$ cat src/rtl/game_pkg.sv
// Shared types for the board game: turn FSM states, button indices
// and the same-cycle button arbitration order.
package game_pkg;

    typedef enum logic [1:0] {
        WAIT_INPUT = 2'd0,
        PLACE      = 2'd1,
        SWITCH     = 2'd2,
        DONE       = 2'd3
    } gameState_t;

    typedef enum logic [2:0] {
        ACT_NONE   = 3'd0,
        ACT_SELECT = 3'd1,
        ACT_UP     = 3'd2,
        ACT_DOWN   = 3'd3,
        ACT_LEFT   = 3'd4,
        ACT_RIGHT  = 3'd5
    } action_t;

    localparam int NUM_BTNS   = 5;
    localparam int BTN_SELECT = 0;
    localparam int BTN_UP     = 1;
    localparam int BTN_DOWN   = 2;
    localparam int BTN_LEFT   = 3;
    localparam int BTN_RIGHT  = 4;

    // Highest-priority press wins; the rest are dropped, not queued.
    function automatic action_t arbitrate(input logic [NUM_BTNS-1:0] p);
        action_t a;
        a = ACT_NONE;
        if (p[BTN_SELECT])     a = ACT_SELECT;
        else if (p[BTN_UP])    a = ACT_UP;
        else if (p[BTN_DOWN])  a = ACT_DOWN;
        else if (p[BTN_LEFT])  a = ACT_LEFT;
        else if (p[BTN_RIGHT]) a = ACT_RIGHT;
        return a;
    endfunction

endpackage

$ cat src/rtl/btn_debounce.sv
// One push-button: 2-flop synchronizer, saturating stable counter,
// registered one-cycle pulse on the rising edge of the stable level.
module btn_debounce #(
    parameter int DEBOUNCE_CYCLES = 4
) (
    input  logic clk,
    input  logic rst,
    input  logic btnRaw,
    output logic press
);

    localparam int CW = $clog2(DEBOUNCE_CYCLES + 1);
    localparam logic [CW-1:0] CNT_MAX = CW'(DEBOUNCE_CYCLES);

    logic          syncA;
    logic          syncB;
    logic          stable;
    logic          stableQ;
    logic [CW-1:0] count;

    always_ff @(posedge clk) begin
        if (!rst) begin
            syncA   <= 1'b0;
            syncB   <= 1'b0;
            stable  <= 1'b0;
            stableQ <= 1'b0;
            count   <= '0;
            press   <= 1'b0;
        end else begin
            syncA   <= btnRaw;
            syncB   <= syncA;
            stableQ <= stable;
            press   <= stable & ~stableQ;
            if (!syncB) begin
                count  <= '0;
                stable <= 1'b0;
            end else if (count != CNT_MAX) begin
                count <= count + 1'b1;
                if (count == CNT_MAX - 1'b1) stable <= 1'b1;
            end
        end
    end

endmodule

$ cat src/rtl/game_turn_controller.sv
// Turn sequencer: debounced buttons drive a wrapping cursor and a
// req/ack placement handshake, with turn timeout and game-over freeze.
module game_turn_controller
    import game_pkg::*;
#(
    parameter int ROWS            = 3,
    parameter int COLS            = 3,
    parameter int DEBOUNCE_CYCLES = 4,
    parameter int TURN_TIMEOUT    = 1500
) (
    input  logic                     clk,
    input  logic                     rst,
    input  logic                     btnLeft,
    input  logic                     btnRight,
    input  logic                     btnUp,
    input  logic                     btnDown,
    input  logic                     btnSelect,
    input  logic                     cell_busy,
    input  logic                     place_ack,
    input  logic                     game_over,
    output logic [$clog2(ROWS)-1:0]  cursor_row,
    output logic [$clog2(COLS)-1:0]  cursor_col,
    output logic                     place_req,
    output logic                     place_player,
    output logic                     current_player,
    output logic                     reject,
    output logic                     timeout,
    output logic                     done
);

    localparam int RW = $clog2(ROWS);
    localparam int CW = $clog2(COLS);
    localparam int TW = $clog2(TURN_TIMEOUT);
    localparam logic [RW-1:0] ROW_LAST = RW'(ROWS - 1);
    localparam logic [CW-1:0] COL_LAST = CW'(COLS - 1);
    localparam logic [TW-1:0] TO_LAST  = TW'(TURN_TIMEOUT - 1);

    logic [NUM_BTNS-1:0] btnRaw;
    logic [NUM_BTNS-1:0] press;
    action_t             action;

    gameState_t    state, stateNext;
    logic [RW-1:0] rowNext;
    logic [CW-1:0] colNext;
    logic [TW-1:0] timer, timerNext;
    logic          playerNext;
    logic          reqNext;
    logic          placePlayerNext;
    logic          rejectNext;
    logic          timeoutNext;
    logic          doneNext;

    assign btnRaw[BTN_SELECT] = btnSelect;
    assign btnRaw[BTN_UP]     = btnUp;
    assign btnRaw[BTN_DOWN]   = btnDown;
    assign btnRaw[BTN_LEFT]   = btnLeft;
    assign btnRaw[BTN_RIGHT]  = btnRight;

    genvar i;
    generate
        for (i = 0; i < NUM_BTNS; i++) begin : gDeb
            btn_debounce #(
                .DEBOUNCE_CYCLES(DEBOUNCE_CYCLES)
            ) uDeb (
                .clk   (clk),
                .rst   (rst),
                .btnRaw(btnRaw[i]),
                .press (press[i])
            );
        end
    endgenerate

    assign action = arbitrate(press);

    always_ff @(posedge clk) begin
        if (!rst) begin
            state          <= WAIT_INPUT;
            timer          <= '0;
            cursor_row     <= '0;
            cursor_col     <= '0;
            current_player <= 1'b0;
            place_req      <= 1'b0;
            place_player   <= 1'b0;
            reject         <= 1'b0;
            timeout        <= 1'b0;
            done           <= 1'b0;
        end else begin
            state          <= stateNext;
            timer          <= timerNext;
            cursor_row     <= rowNext;
            cursor_col     <= colNext;
            current_player <= playerNext;
            place_req      <= reqNext;
            place_player   <= placePlayerNext;
            reject         <= rejectNext;
            timeout        <= timeoutNext;
            done           <= doneNext;
        end
    end

    always_comb begin
        stateNext   = state;
        timerNext   = timer;
        rowNext     = cursor_row;
        colNext     = cursor_col;
        playerNext  = current_player;
        reqNext     = 1'b0;
        rejectNext  = 1'b0;
        timeoutNext = 1'b0;
        doneNext    = 1'b0;
        unique case (state)
            WAIT_INPUT: begin
                if (game_over) begin
                    stateNext = DONE;
                    doneNext  = 1'b1;
                end else if (action != ACT_NONE) begin
                    // Any accepted press, even a rejected Select, restarts the turn timer.
                    timerNext = '0;
                    unique case (action)
                        ACT_SELECT: begin
                            if (cell_busy) begin
                                rejectNext = 1'b1;
                            end else begin
                                stateNext = PLACE;
                                reqNext   = 1'b1;
                            end
                        end
                        ACT_UP:
                            rowNext = (cursor_row == '0) ? ROW_LAST : cursor_row - 1'b1;
                        ACT_DOWN:
                            rowNext = (cursor_row == ROW_LAST) ? '0 : cursor_row + 1'b1;
                        ACT_LEFT:
                            colNext = (cursor_col == '0) ? COL_LAST : cursor_col - 1'b1;
                        ACT_RIGHT:
                            colNext = (cursor_col == COL_LAST) ? '0 : cursor_col + 1'b1;
                        default: ;
                    endcase
                end else if (timer == TO_LAST) begin
                    timeoutNext = 1'b1;
                    playerNext  = ~current_player;
                    timerNext   = '0;
                end else begin
                    timerNext = timer + 1'b1;
                end
            end
            PLACE: begin
                if (place_ack) stateNext = SWITCH;
                else           reqNext   = 1'b1;
            end
            SWITCH: begin
                if (game_over) begin
                    stateNext = DONE;
                    doneNext  = 1'b1;
                end else begin
                    stateNext  = WAIT_INPUT;
                    playerNext = ~current_player;
                    timerNext  = '0;
                end
            end
            DONE: begin
                doneNext = 1'b1;
            end
            default: begin
                stateNext = WAIT_INPUT;
            end
        endcase
    end

    assign placePlayerNext = reqNext ? current_player : 1'b0;

endmodule
$ cat config.mk
export PLATFORM = sky130hd
export DESIGN_NAME = game_turn_controller
export DESIGN_NICKNAME = d
export VERILOG_FILES = /design/src/rtl/game_pkg.sv /design/src/rtl/btn_debounce.sv /design/src/rtl/game_turn_controller.sv
export SDC_FILE = /design/constraint.sdc
export NUM_CORES = 1
export LEC_CHECK = 0
export CAP_MARGIN = 20
export CORE_MARGIN = 5
export CORE_UTILIZATION = 47
export DETAILED_ROUTE_END_ITERATION = 7
export PLACE_DENSITY = 0.65
export SETUP_SLACK_MARGIN = 0.2
export SLEW_MARGIN = 15
export SYNTH_ARGS = -nofsm -noshare
export SYNTH_HDL_FRONTEND = slang
export SYNTH_SLANG_ARGS = --single-unit
$ cat constraint.sdc
create_clock -name clk -period 2.2 [get_ports clk]
set_input_delay 0.22 -clock clk [delete_from_list [all_inputs] [get_ports clk]]
set_output_delay 0.22 -clock clk [all_outputs]
set_load 0.02 [all_outputs]
==> flow_summary.toml <==
[detailed_routing]
routed-via-count = 2018
totalWireLength_um = 4810
via_per_inst = 5.02
antenna_left = 0
drt-pass1-iter-count = 4
drt_iter0_drc = 84
drc = 0
wl_per_cell_um = 12.0

[synth]
synthFlopType = "dfxtp_1"
ys_seq_elements = 63
syn-num-nets = 330
ys_types = 41
yosysSeqAreaShare = 0.462
yosysWarnings = 0
async_flop_share = 0
synthTopCellsByArea = "dfxtp_1 (46%), ha_1 (12%), and2_1 (3.9%)"
synth.avg_cell_area_um2 = 9.29
synth_top_area_frac = 0.462
syn_inst = 294
yosysTopAreaCell = "dfxtp_1"
synth_most_common_cell = "dfxtp_1"
synth_edf_count = 0
netlist_area_um2 = 2730
netlist_top_cells_count = "dfxtp_1 (63), nand2_1 (27), ha_1 (26), inv_1 (26), nor2_1 (21)"

[power]
ir_drop_uv = 475
power.total_w = 0.00274
p_leak_nw = 1.24
powerDensity_nw_per_um2 = 841

[cells_and_area]
finalInstanceArea_um2 = 3260
drive_gt1_frac = 0.0758
final_nets = 361
regArea_um2 = 1260
n_antenna_cell = 0
fillers = 508
multi_input_area_um2 = 1350
area_growth_pct = 19.4

[sta]
tightest_slew_ns = 0.572
finalHoldViolCount = 0
max_freq_mhz = 542
tns_ns = 0
clock_skew_ns = 0.00493
period_needed_ns = 1.84
timing.final.crit_share = 0.838
setup_viol = 0
drv_slew = 0
relSlewSlack = 0.613
rsz0062_at_grt = "no"

[floorplan]
initial_core_util = 0.490
std_cell_rows = 27
die_x_um = 86.2
coreArea_um2 = 5570
die_y_um = 86.2
io_pins = 20
die_area_um2 = 7440

[worst_setup_path]
cp_data_arrival_time_ns = 2.08
path_delay_family = "compound AO/OA/AOI/OAI gates"
path_max_fanout = 8
ff2ff_setup_slack_ns = 0.36
crit_type = "flip-flop to flip-flop"
cpPeakStageDelay_ns = 0.48
end_kind = "flip-flop"
crit_path_top_delay_cell = "dfxtp_1"
cp-start-kind = "flip-flop"
cp.required_ns = 2.44
critPathBufInv = 1
crit_path_cell_trace = "inv_1 > ha_1 > nor2b_1 > a211oi_1 > nor2_1 > a311oi_1"

[clock_network]
cts_setup_buffers = 0
hold_buffers = 0
cts_buffer_depth = 2
numCtsBuffers = 9
cts.clk_slew.worst_paths_ns = 0.06
cts-root-buf = "clkbuf_8"
htreeDepth = 3
tritoncts = "yes"
clock_sinks = 63
cts_resized = 0
clkLatencyLatePin_ns = 0.33

[status]
outcome = "finished clean"

[global_routing]
antenna_found_initial = 0
grt_pass1_vias = 1896
grt_max_degree = 28
grt_use_total = 0.139
gr-total-overflow = 0
grt_pass1_wl_um = 8180

[place]
io_buffers = 19
place.gp.congestion = 0.799
hpwl_um = 3480
place_area_um2 = 3040

[run]
maxCapViolCount = 0

[min_path]
hold_class = "flip-flop to flip-flop"
-- worst register-to-register path: stages (launching register included) --
cell,delay [ns]
dfxtp_1,0.48
inv_1,0.11
ha_1,0.24
nor2b_1,0.15
a211oi_1,0.44
nor2_1,0.09
a311oi_1,0.25
-- power breakdown --
group          leakage, nW  switching (W)  internal, W  total [W]
registers            0.511      0.0000518      0.00119    0.00124
clock network        0.110       0.000430     0.000669    0.00110
logic                0.620       0.000217     0.000186   0.000402
total                 1.24       0.000698      0.00204    0.00274
-- registers in the layout, indices dropped and copies added, names as in the netlist, 2 cells and up --
name and count:
state 2, cursor_row 2, gDeb.uDeb.syncB 5, cursor_col 2, timer 11, gDeb.uDeb.press 5
gDeb.uDeb.stable 5, gDeb.uDeb.count 15, gDeb.uDeb.stableQ 5, gDeb.uDeb.syncA 5
-- metal layers --
layer | vias up | track usage | part of all wire
met2 | 24 | 0.245 | 0.49
met4 | 0 | 0.0581 | 0.016
met5 | - | 0 | 0
met1 | 929 | 0.149 | 0.45
met3 | 7 | 0.0542 | 0.043
li1 | 1058 | - | -
-- area by class of cell --
cell class,instances,area share
repair buffers,25,0.0721
clock buffers,11,0.0434
clock inverters,5,0.0249
inverters,27,0.0311
flip-flops and latches,63,0.387
multi-input cells,199,0.414
well taps,72,0.0276
-- placed cells by master, fill, tap and decap left out, drive strengths merged, types with 6 or more instances in the layout --
cell type / n
a21oi: 19
and2: 17
buf: 6
clkbuf: 11
clkdlybuf4s50: 19
dfxtp: 63
ha: 26
inv: 26
nand2: 27
nand3: 10
nor2: 21
nor2b: 7
nor3: 9
xnor2: 6
-- through the flow --
stage | instances | utilization | worst slack [ns] | hold slack [ns]
floorplan | 294 | - | 0.539 | 0.347
global placement | 386 | 0.545 | 0.214 | 0.371
detailed placement | 386 | 0.545 | 0.194 | 0.375
CTS | 402 | 0.585 | 0.333 | 0.385
global route | 402 | 0.585 | 0.217 | 0.395
finish | 402 | 0.585 | 0.356 | 0.381
-- cells by family after synthesis --
| family | Yosys count | share of synthesized area |
|---|---|---|
| adders and majority gates | 26 | 0.119 |
| AOI/OAI and AO/OA | 37 | 0.0825 |
| muxes | 4 | 0.0147 |
| buffers and inverters | 32 | 0.0440 |
| DFF | 63 | 0.462 |
| xor gates and xnor gates | 11 | 0.0353 |
| and+or+nand+nor | 121 | 0.243 |
-- path summary, 6_finish.rpt --
| path | start | depth (start not counted) | to |
|---|---|---|---|
| worst min-delay path | gDeb[1].uDeb.stableQ | 1 | gDeb[1].uDeb.press |
| worst max-delay path | state[0] | 6 | state[1] |
| worst max register to register | state[0] | 6 | state[1] |
| worst min register to register | gDeb[1].uDeb.stableQ | 1 | gDeb[1].uDeb.press |
Power figures use the tool's default switching activity.
